File: src/rtl/gps_feed_rx_pkg.sv
// gps_feed_rx_pkg: feed-port bit map and channel front-end state encodings.
package gps_feed_rx_pkg;
    localparam int FEED_DATA_MSB     = 2;
    localparam int FEED_DATA_LSB     = 0;
    localparam int FEED_CLK_BIT      = 3;
    localparam int FEED_COMPLETE_BIT = 6;
    localparam int FEED_RESET_BIT    = 7;
    typedef enum logic [1:0] {IDLE = 2'd0, RUN = 2'd1, DONE = 2'd2} state_e;
endpackage

File: src/rtl/gps_feed_rx_if.sv
// gps_feed_rx_if: valid/ready sample stream from the feed front end to the channel core.
interface gps_feed_rx_if #(parameter int DATA_WIDTH = 3) ();
    logic                  valid;
    logic                  ready;
    logic [DATA_WIDTH-1:0] data;
    modport master(output valid, output data, input ready);
    modport slave(input valid, input data, output ready);
endinterface

File: src/rtl/gps_feed_rx_sync_fifo.sv
// sync_fifo: single-clock FIFO with synchronous flush; a push into a full FIFO only lands
// when a pop frees a slot in the same cycle.
module sync_fifo #(
    parameter int WIDTH = 3,
    parameter int DEPTH = 8,
    localparam int AW = $clog2(DEPTH)
) (
    input  logic             clk,
    input  logic             reset_n,
    input  logic             i_flush,
    input  logic             i_push,
    input  logic             i_pop,
    input  logic [WIDTH-1:0] i_data,
    output logic [WIDTH-1:0] o_data,
    output logic             o_full,
    output logic             o_empty,
    output logic [AW:0]      o_level
);
    logic [WIDTH-1:0] r_mem [DEPTH];
    logic [AW:0]      r_wr;
    logic [AW:0]      r_rd;
    logic [AW:0]      r_level;
    logic             w_push;
    logic             w_pop;

    assign o_empty = r_wr == r_rd;
    assign o_full  = (r_wr[AW] != r_rd[AW]) && (r_wr[AW-1:0] == r_rd[AW-1:0]);
    assign w_pop   = i_pop & ~o_empty;
    assign w_push  = i_push & (~o_full | w_pop);
    assign o_data  = o_empty ? '0 : r_mem[r_rd[AW-1:0]];
    assign o_level = r_level;

    always_ff @(posedge clk or negedge reset_n) begin
        if (!reset_n) begin
            r_wr    <= '0;
            r_rd    <= '0;
            r_level <= '0;
        end else if (i_flush) begin
            r_wr    <= '0;
            r_rd    <= '0;
            r_level <= '0;
        end else begin
            r_wr    <= r_wr + (AW+1)'(w_push);
            r_rd    <= r_rd + (AW+1)'(w_pop);
            r_level <= r_level + (AW+1)'(w_push) - (AW+1)'(w_pop);
        end
    end

    always_ff @(posedge clk)
        if (w_push) r_mem[r_wr[AW-1:0]] <= i_data;
endmodule

File: src/rtl/gps_feed_rx.sv
// gps_feed_rx: synchronises the software feed port, detects sample-clock rises and
// buffers IF samples into a valid/ready stream with feed reset/complete status.
module gps_feed_rx
    import gps_feed_rx_pkg::*;
#(
    parameter int SYNC_STAGES = 2,
    parameter int FIFO_DEPTH  = 8,
    parameter int DATA_WIDTH  = 3,
    parameter int COUNT_WIDTH = 16,
    localparam int LW = $clog2(FIFO_DEPTH) + 1
) (
    input  logic                   clk,
    input  logic                   reset_n,
    input  logic [7:0]             gps_data_in,
    gps_feed_rx_if.master          smp,
    output logic                   feed_reset_out,
    output logic                   feed_complete_out,
    output logic [COUNT_WIDTH-1:0] sample_count,
    output logic                   overflow,
    output logic [LW-1:0]          fifo_level
);
    logic [7:0]            r_sync [SYNC_STAGES];
    logic                  r_prev_clk;
    logic                  r_edge;
    logic [DATA_WIDTH-1:0] r_data;
    state_e                r_state;
    state_e                w_next;
    logic [7:0]            w_s;
    logic                  w_edge;
    logic                  w_rst;
    logic                  w_push;
    logic                  w_pop;
    logic                  w_full;
    logic                  w_empty;
    logic                  w_unused;

    assign w_s      = r_sync[SYNC_STAGES-1];
    assign w_unused = ^w_s[5:4];
    assign w_rst    = w_s[FEED_RESET_BIT];
    assign w_edge   = w_s[FEED_CLK_BIT] & ~r_prev_clk;
    assign w_push   = r_edge & (r_state == RUN) & ~w_rst;
    assign w_pop    = smp.valid & smp.ready;
    assign smp.valid = ~w_empty;
    assign feed_complete_out = r_state == DONE;

    // Edges are qualified and latched one cycle before the push to pipeline data capture.
    always_ff @(posedge clk or negedge reset_n) begin
        if (!reset_n) begin
            r_sync         <= '{default: '0};
            r_prev_clk     <= 1'b0;
            r_edge         <= 1'b0;
            r_data         <= '0;
            r_state        <= IDLE;
            feed_reset_out <= 1'b0;
            sample_count   <= '0;
            overflow       <= 1'b0;
        end else begin
            r_sync[0] <= gps_data_in;
            for (int i = 1; i < SYNC_STAGES; i++) r_sync[i] <= r_sync[i-1];
            r_prev_clk     <= w_s[FEED_CLK_BIT];
            r_edge         <= w_edge & (r_state == RUN) & ~w_rst;
            r_data         <= DATA_WIDTH'(w_s[FEED_DATA_MSB:FEED_DATA_LSB]);
            r_state        <= w_next;
            feed_reset_out <= w_rst;
            sample_count   <= w_rst ? '0 : sample_count + COUNT_WIDTH'(w_push);
            overflow       <= w_rst ? 1'b0 : overflow | (w_push & w_full & ~w_pop);
        end
    end

    always_comb begin
        w_next = r_state;
        if (w_rst) w_next = IDLE;
        else if (r_state == IDLE) w_next = RUN;
        else if (r_state == RUN && w_s[FEED_COMPLETE_BIT] && w_empty && !w_push && !w_edge) w_next = DONE;
    end

    sync_fifo #(.WIDTH(DATA_WIDTH), .DEPTH(FIFO_DEPTH)) u_fifo (
        .clk     (clk),
        .reset_n (reset_n),
        .i_flush (w_rst),
        .i_push  (w_push),
        .i_pop   (w_pop),
        .i_data  (r_data),
        .o_data  (smp.data),
        .o_full  (w_full),
        .o_empty (w_empty),
        .o_level (fifo_level)
    );
endmodule

File: src/flat_wrapper.sv
// flat-port wrapper written by rule: the top's interface ports become plain ports
module gps_feed_rx_flat import gps_feed_rx_pkg::*;
#(
    parameter int SYNC_STAGES = 2,
    parameter int FIFO_DEPTH  = 8,
    parameter int DATA_WIDTH  = 3,
    parameter int COUNT_WIDTH = 16,
    localparam int LW = $clog2(FIFO_DEPTH) + 1
)
  (clk, reset_n, gps_data_in, feed_reset_out, feed_complete_out, sample_count, overflow, fifo_level, smp_valid, smp_data, smp_ready);
  gps_feed_rx_if #(.DATA_WIDTH(DATA_WIDTH)) smp_i ();
  input  logic clk;
  input  logic reset_n;
  input  logic [7:0] gps_data_in;
  output logic feed_reset_out;
  output logic feed_complete_out;
  output logic [COUNT_WIDTH-1:0] sample_count;
  output logic overflow;
  output logic [LW-1:0] fifo_level;
  output wire logic [$bits(smp_i.valid)-1:0] smp_valid;
  output wire logic [$bits(smp_i.data)-1:0] smp_data;
  input wire logic [$bits(smp_i.ready)-1:0] smp_ready;
  assign smp_valid = smp_i.valid;
  assign smp_data = smp_i.data;
  assign smp_i.ready = smp_ready;
  gps_feed_rx #(.SYNC_STAGES(SYNC_STAGES), .FIFO_DEPTH(FIFO_DEPTH), .DATA_WIDTH(DATA_WIDTH), .COUNT_WIDTH(COUNT_WIDTH)) u_core (.clk(clk), .reset_n(reset_n), .gps_data_in(gps_data_in), .smp(smp_i), .feed_reset_out(feed_reset_out), .feed_complete_out(feed_complete_out), .sample_count(sample_count), .overflow(overflow), .fifo_level(fifo_level));
endmodule
File: config.mk
export PLATFORM = sky130hd
export DESIGN_NAME = gps_feed_rx_flat
export DESIGN_NICKNAME = d
export VERILOG_FILES = /design/src/rtl/gps_feed_rx_pkg.sv /design/src/rtl/gps_feed_rx_if.sv /design/src/rtl/gps_feed_rx_sync_fifo.sv /design/src/rtl/gps_feed_rx.sv /design/src/flat_wrapper.sv
export SDC_FILE = /design/constraint.sdc
export NUM_CORES = 1
export LEC_CHECK = 0
export BUFFER_PORTS_ARGS = -buffer_cell sky130_fd_sc_hd__buf_2
export CAP_MARGIN = 15
export CORE_MARGIN = 2
export CORE_UTILIZATION = 57
export DETAILED_ROUTE_END_ITERATION = 10
export PLACE_DENSITY = 0.78
export SETUP_SLACK_MARGIN = 0.3
export SYNTH_ARGS = -nofsm -noshare
export SYNTH_HDL_FRONTEND = slang
export SYNTH_SLANG_ARGS = --single-unit
File: constraint.sdc
create_clock -name clk -period 3.2 [get_ports clk]
set_input_delay 0.48 -clock clk [delete_from_list [all_inputs] [get_ports clk]]
set_output_delay 0.48 -clock clk [all_outputs]
set_load 0.005 [all_outputs]
# After elaboration in Yosys (flattened, before gate mapping)
# Memories as Yosys holds them, arrays and structs flattened.
# Cells that the tools add are included.
dict set report word_totals {
  regBits 53
  ram_bits 24
  in_bits 11
  out_inout_bits 27
  wordCells 60
  mem_count 1
}
dict set report op_classes {
  n_addsub 5
  n_eq_ne 5
  muxes 11
  bitwise 17
  reduce_logical 9
}
# name depth word_bits rd rd_ports_with_merged_regs wr line
set memory_table {}
lappend memory_table {u_core.u_fifo.r_mem 8 3 1 0 1 gps_feed_rx_sync_fifo.sv:19} ;# logic [WIDTH-1:0] r_mem [DEPTH];
# operator n
set op_table {}
lappend op_table {{adder 16 x 1 -> 16 bit} 1}
lappend op_table {{2-to-1 mux 16 bit} 1}
lappend op_table {{adder 4 x 1 -> 4 bit} 3}
lappend op_table {{2-to-1 mux 4 bit} 3}
lappend op_table {{AND 1 bit} 10}
lappend op_table {{2-to-1 mux 2 bit} 3}
lappend op_table {{logical AND 1 bit} 5}
lappend op_table {{NOT 1 bit} 5}
lappend op_table {{== test 4 bit} 1}
lappend op_table {{subtractor 4 x 1 -> 4 bit} 1}
lappend op_table {{== test 3 bit} 1}
lappend op_table {{2-to-1 mux 1 bit} 3}
lappend op_table {{2-to-1 mux 3 bit} 1}
lappend op_table {{nonzero test 3 bit} 1}
lappend op_table {{== test 2 x 1 -> 1 bit (second input constant)} 1}
lappend op_table {{== test 2 bit (second input constant)} 1}
lappend op_table {{logical NOT 1 bit} 2}
lappend op_table {{logical NOT 2 bit} 1}
lappend op_table {{bitwise OR 1 bit} 2}
lappend op_table {{inequality test 1 bit} 1}

# Depth between registers and ports, before layout
dict set report depth {
  depth_word 9
  mapped_depth 12
  mapped_depth_nobuf 11
}

# Modules after synthesis
# From an unflattened synthesis, not the netlist that was laid out.
dict set report hier_totals {
  cells_unflattened 237
  area_unflattened_um2 3169.3
}
# mod instances cells_per_inst area_per_inst_um2 seq_area_each_um2
set by_module_without_submodules {}
lappend by_module_without_submodules {sync_fifo 1 127 1774.2 1021.0}
lappend by_module_without_submodules {gps_feed_rx 1 110 1395.1 925.9}

# Least setup slack after synthesis
# OpenSTA, ideal clock, no wires.
dict set report synth_timing {
  path_type {register to register}
  startpoint {register u_core.u_fifo.r_rd[1]}
  endpoint {register u_core.u_fifo.r_level[2] (netlist: u_core.u_fifo.o_level[2])}
  setup_ps 132
  arrival_ps 2027
  required_ps 3068
  path_slack_ps 1041
  stages_incl_launch_ff 13
  n_path_buf 1
  synth_period_minus_slack_ps 2159
  cell_sequence {dfrtp_1 > buf_6 > xnor2_2 > and3_4 > and2_4 > inv_4 > o21a_1 > o21ai_0 > ha_1 > inv_1 > fa_1 > xor2_1 > nor2_1}
}
dict set report synth_via {
  elab_chain_cells 9
  elab_cells_between_ends 12
  cone_classes {2 x add/sub; 2 x eq/ne; 1 x mux; 6 x bitwise; 1 x reduce/logical}
}
# item line
set synth_rtl {}
lappend synth_rtl {{start: declaration} gps_feed_rx_sync_fifo.sv:21} ;# logic [AW:0] r_rd;
lappend synth_rtl {{start signal: assignment} gps_feed_rx_sync_fifo.sv:44} ;# r_rd <= r_rd + (AW+1)'(w_pop);
lappend synth_rtl {{== test 4 bit *} gps_feed_rx_sync_fifo.sv:26} ;# assign o_empty = r_wr == r_rd;
lappend synth_rtl {{NOT 1 bit *} gps_feed_rx.sv:43} ;# assign smp.valid = ~w_empty;
lappend synth_rtl {{via smp_valid} flat_wrapper.sv:20} ;# output wire logic [$bits(smp_i.valid)-1:0] smp_valid;
lappend synth_rtl {{AND 1 bit} gps_feed_rx.sv:42} ;# assign w_pop = smp.valid & smp.ready;
lappend synth_rtl {{AND 1 bit *} gps_feed_rx_sync_fifo.sv:28} ;# assign w_pop = i_pop & ~o_empty;
lappend synth_rtl {{bitwise OR 1 bit} gps_feed_rx_sync_fifo.sv:29} ;# assign w_push = i_push & (~o_full | w_pop);
lappend synth_rtl {{AND 1 bit} gps_feed_rx_sync_fifo.sv:29}
lappend synth_rtl {{adder 4 x 1 -> 4 bit} gps_feed_rx_sync_fifo.sv:45} ;# r_level <= r_level + (AW+1)'(w_push) - (AW+1)'(w_pop);
lappend synth_rtl {{subtractor 4 x 1 -> 4 bit *} gps_feed_rx_sync_fifo.sv:45}
lappend synth_rtl {{2-to-1 mux 4 bit *} gps_feed_rx_sync_fifo.sv:38} ;# end else if (i_flush) begin
lappend synth_rtl {{end signal: assignment} gps_feed_rx_sync_fifo.sv:45}
lappend synth_rtl {{end: declaration} gps_feed_rx_sync_fifo.sv:22} ;# logic [AW:0] r_level;
# The timed path passes the listed nets; every way through them passes the cells marked *.
# A chain may end at the register's enable or synchronous reset.

# Worst setup path after layout
dict set report layout_timing {
  startpoint {register u_core.u_fifo.r_wr[2]}
  endpoint {register u_core.u_fifo.r_level[2] (netlist: u_core.u_fifo.o_level[2])}
}
dict set report layout_via {
  elab_chain_cells 9
  elab_cells_between_ends 12
  cone_classes {2 x add/sub; 2 x eq/ne; 1 x mux; 6 x bitwise; 1 x reduce/logical}
}
# item line
set layout_rtl {}
lappend layout_rtl {{start: declaration} gps_feed_rx_sync_fifo.sv:20} ;# logic [AW:0] r_wr;
lappend layout_rtl {{start signal: assignment} gps_feed_rx_sync_fifo.sv:43} ;# r_wr <= r_wr + (AW+1)'(w_push);
lappend layout_rtl {{== test 4 bit} gps_feed_rx_sync_fifo.sv:26}
lappend layout_rtl {{NOT 1 bit} {gps_feed_rx_sync_fifo.sv:28, gps_feed_rx.sv:43}}
lappend layout_rtl {{AND 1 bit} gps_feed_rx.sv:42}
lappend layout_rtl {{AND 1 bit} gps_feed_rx_sync_fifo.sv:28}
lappend layout_rtl {{bitwise OR 1 bit} gps_feed_rx_sync_fifo.sv:29}
lappend layout_rtl {{AND 1 bit} gps_feed_rx_sync_fifo.sv:29}
lappend layout_rtl {{adder 4 x 1 -> 4 bit} gps_feed_rx_sync_fifo.sv:45}
lappend layout_rtl {{subtractor 4 x 1 -> 4 bit *} gps_feed_rx_sync_fifo.sv:45}
lappend layout_rtl {{2-to-1 mux 4 bit *} gps_feed_rx_sync_fifo.sv:38}
# Mark *: on every way between the ends. The rest lies on a longest branch, timed or not.

==> results.json <==
{
  "status": "completed",
  "vdd.ir_drop.worst_mv": 0.507,
  "num-nets-final": 295,
  "vias_per_cell": 5.27,
  "pwr-share-comb": 0.037,
  "ant_nets": 0,
  "layout-drive-gt1-share": 0.219,
  "fill_cells": 361,
  "numCtsBuffers": 9,
  "finClkSkew_ps": 8.64,
  "drcViolationCount": 0,
  "cts_buffer_depth": 2,
  "power.total_w": 0.00181,
  "syn_area_sq_um": 3100,
  "first_pass_iters": 4,
  "grt_max_degree": 50,
  "critPathLaunch": "u_core.u_fifo.r_wr[2]$_DFF_PN0_",
  "drt-total-wl_mm": 5.13,
  "ys_ff_latch": 73,
  "reg2reg_depth": 11,
  "clk_latency_ps": 340,
  "syn_area_per_cell_sq_um": 13.3,
  "antenna_found_initial": 0,
  "tns_ps": 0,
  "pwr-share-seq": 0.551,
  "crit_end": "u_core.u_fifo.o_level[2]$_DFF_PN0_",
  "path_max_fanout": 11,
  "path_clk_slew_ps": 70,
  "cp.arrival_ps": 2610,
  "post_cts_buffers": 0,
  "critPathKind": "reg -> reg",
  "synthArstFlopShare": 0.671,
  "setup_viol": 0,
  "min_period_over_period": 0.750,
  "synthCells": 233,
  "critPathCaptureType": "flip-flop",
  "rows": 26,
  "h-tree-depth": 3,
  "final_max_slew_viol_count": 0,
  "n_antenna_cell": 0,
  "syn_nets": 254,
  "synth_edf_count": 24,
  "swShare": 0.202,
  "clockPowerShare": 0.412,
  "io_buffers": 35,
  "rsz0062_at_grt": "no",
  "rrSetupSlack_ps": 800,
  "slew_headroom": 0.473,
  "die_area_sq_um": 6050,
  "hold_class": "in -> reg",
  "place.gp.congestion": 0.771,
  "cts_root_buffer": "clkbuf_8",
  "critPathLaunchType": "flip-flop",
  "grt_pass1_vias": 1926,
  "intPower_w": 0.00144,
  "synth_warnings": 0,
  "grt_first_pass_wirelength_mm": 9.02,
  "routedWlPerCell_um": 14.7,
  "fmax_mhz": 416,
  "cts_tree": "built",
  "synthFlopType": "dfrtp_1",
  "syn_to_final_growth_pct": 14.3,
  "r2r-start": "u_core.u_fifo.r_wr[2]$_DFF_PN0_",
  "min_period_ps": 2400,
  "synth_cell_types": 39,
  "r2r_end": "u_core.u_fifo.o_level[2]$_DFF_PN0_",
  "drt_iter0_markers": 142,
  "grt_usage": 0.197,
  "start_util": 0.600,
  "core_area_sq_um": 5170,
  "fp.dieW_um": 77.8,
  "maxCapViolCount": 0,
  "power.density_nw_per_um2": 510,
  "synth_seq_area_share": 0.627,
  "switching_power_w": 0.000365,
  "die-height_um": 77.8,
  "leakage_nw": 1.53,
  "dr_total_vias": 1833,
  "io_pins": 38,
  "timing_worst_slew_pin_value_ps": 779,
  "finalHoldViolCount": 0,
  "place_hpwl_mm": 3.31,
  "gr-total-overflow": 0,
  "numClockSinks": 73,
  "cp_data_required_time_ps": 3410
}
## power by group through the flow
stage	registers, W	clock network [W]	logic, W
2_1_floorplan	0.00101	0	0.0000342
3_3_place_gp	0.00101	0	0.0000628
3_5_place_dp	0.00101	0	0.0000641
4_1_cts	0.000996	0.000757	0.0000644
5_1_grt	0.000998	0.000802	0.0000768
6_report	0.000996	0.000745	0.0000674
## placed cells by master (no fill, tap or decap), drive strengths merged, types with 2 or more instances in the layout
cell,instances
a21oi,4
buf,38
ha,9
nand2,7
xor2,6
nand2b,2
clkinv,2
nand3,12
nor3,7
dfrtp,49
nor4,4
nor4b,3
mux4,3
xnor2,16
nor2b,9
or3,2
edfxtp,24
nor2,28
mux2i,12
bufinv,2
inv,10
o21ai,3
a21o,2
clkbuf,11
nand4,2
and2,2
## synthesized netlist by cell type (2+ instances only)
| cell | n | area [sq um] |
|---|---|---|
| a21oi_1 | 3 | 15.0 |
| or3_1 | 2 | 12.5 |
| o21ai_0 | 3 | 15.0 |
| clkbuf_1 | 3 | 11.3 |
| nand2b_1 | 2 | 12.5 |
| mux4_1 | 3 | 78.8 |
| buf_6 | 3 | 33.8 |
| nor3_1 | 7 | 35.0 |
| nor2b_1 | 9 | 56.3 |
| nand2_1 | 7 | 26.3 |
| nor4_1 | 4 | 25.0 |
| dfrtp_1 | 49 | 1230 |
| ha_1 | 9 | 113 |
| nand4_1 | 2 | 12.5 |
| xor2_1 | 6 | 52.6 |
| edfxtp_1 | 24 | 721 |
| nor4b_1 | 3 | 26.3 |
| buf_4 | 2 | 15.0 |
| nand3_1 | 12 | 60.1 |
| xnor2_2 | 2 | 32.5 |
| mux2i_1 | 12 | 120 |
| inv_1 | 9 | 33.8 |
| xnor2_1 | 14 | 123 |
| nor2_1 | 28 | 105 |
## per-stage QoR
stage | setup WS (ps) | std cells | util | instance area (sq um) | hold slack, ps
global placement | 868 | 331 | 0.641 | 3320 | 332
global route | 656 | 348 | 0.686 | 3550 | 222
floorplan | 1040 | 233 | - | 3100 | 184
detailed placement | 811 | 331 | 0.641 | 3320 | 335
finish | 799 | 348 | 0.686 | 3550 | 246
CTS | 805 | 346 | 0.680 | 3520 | 231
## cells by family after synthesis
family,after synthesis,synth area share
xor+xnor,22,0.0669
simple gates,82,0.139
buf+inv,19,0.0339
mux,16,0.0677
flops,73,0.627
fa+ha+maj,10,0.0427
compound gates,11,0.0222
## flip-flops by register name, summed over array words and instances, names as in the netlist
| signal | flops |
|---|---|
| u_core.feed_reset_out | 1 |
| u_core.overflow | 1 |
| u_core.r_data | 3 |
| u_core.r_edge | 1 |
| u_core.r_prev_clk | 1 |
| u_core.r_state | 2 |
| u_core.r_sync | 6 |
| u_core.sample_count | 16 |
| u_core.u_fifo.o_level | 4 |
| u_core.u_fifo.r_mem | 24 |
| u_core.u_fifo.r_rd | 4 |
| u_core.u_fifo.r_wr | 4 |
| u_core.w_s | 6 |
## cell type report
class | instances | area (sq um) | area share
Sequential cell | 73 | 1950 | 0.549
Multi-Input combinational cell | 141 | 1050 | 0.297
Timing Repair Buffer | 39 | 220 | 0.0621
Clock buffer | 11 | 131 | 0.0370
Tap cell | 70 | 87.6 | 0.0247
Clock inverter | 4 | 68.8 | 0.0194
Inverter | 10 | 40.0 | 0.0113
## how the worst min path moves through the flow
| stage | startpoint | to | slack, ps | depth (start not counted) |
|---|---|---|---|---|
| 2_1_floorplan | reset_n | u_core.feed_reset_out$_DFF_PN0_ | 180 | 0 |
| 3_3_place_gp | u_core.r_sync[11]$_DFF_PN0_ | u_core.w_s[3]$_DFF_PN0_ | 330 | 0 |
| 3_5_place_dp | u_core.r_sync[8]$_DFF_PN0_ | u_core.w_s[0]$_DFF_PN0_ | 330 | 0 |
| 4_1_cts | gps_data_in[1] | u_core.r_sync[9]$_DFF_PN0_ | 230 | 1 |
| 5_1_grt | gps_data_in[1] | u_core.r_sync[9]$_DFF_PN0_ | 220 | 1 |
| 6_report | gps_data_in[7] | u_core.r_sync[15]$_DFF_PN0_ | 250 | 1 |
## layer usage
metal	global-route usage	wire length, um	vias to the layer above
met3	0.0430	210	7
met1	0.251	2260	890
met2	0.317	2570	48
met5	0	0	-
li1	-	-	888
met4	0.102	82	0
## critical path, stage by stage, from the launching register on
cell     delay (ps)
dfrtp_1         580
xnor2_2         150
and3_4          210
and2_4          190
inv_4            50
o21a_1           90
o21ai_0         140
ha_1            190
inv_1            60
fa_1            380
xor2_1          180
nor2_1           50
## timing repair
item,CTS,global route
hold buffers,0,1
gates resized for setup,0,0
endpoints found under the hold margin,0,5
(Power assumes the default switching activity.)
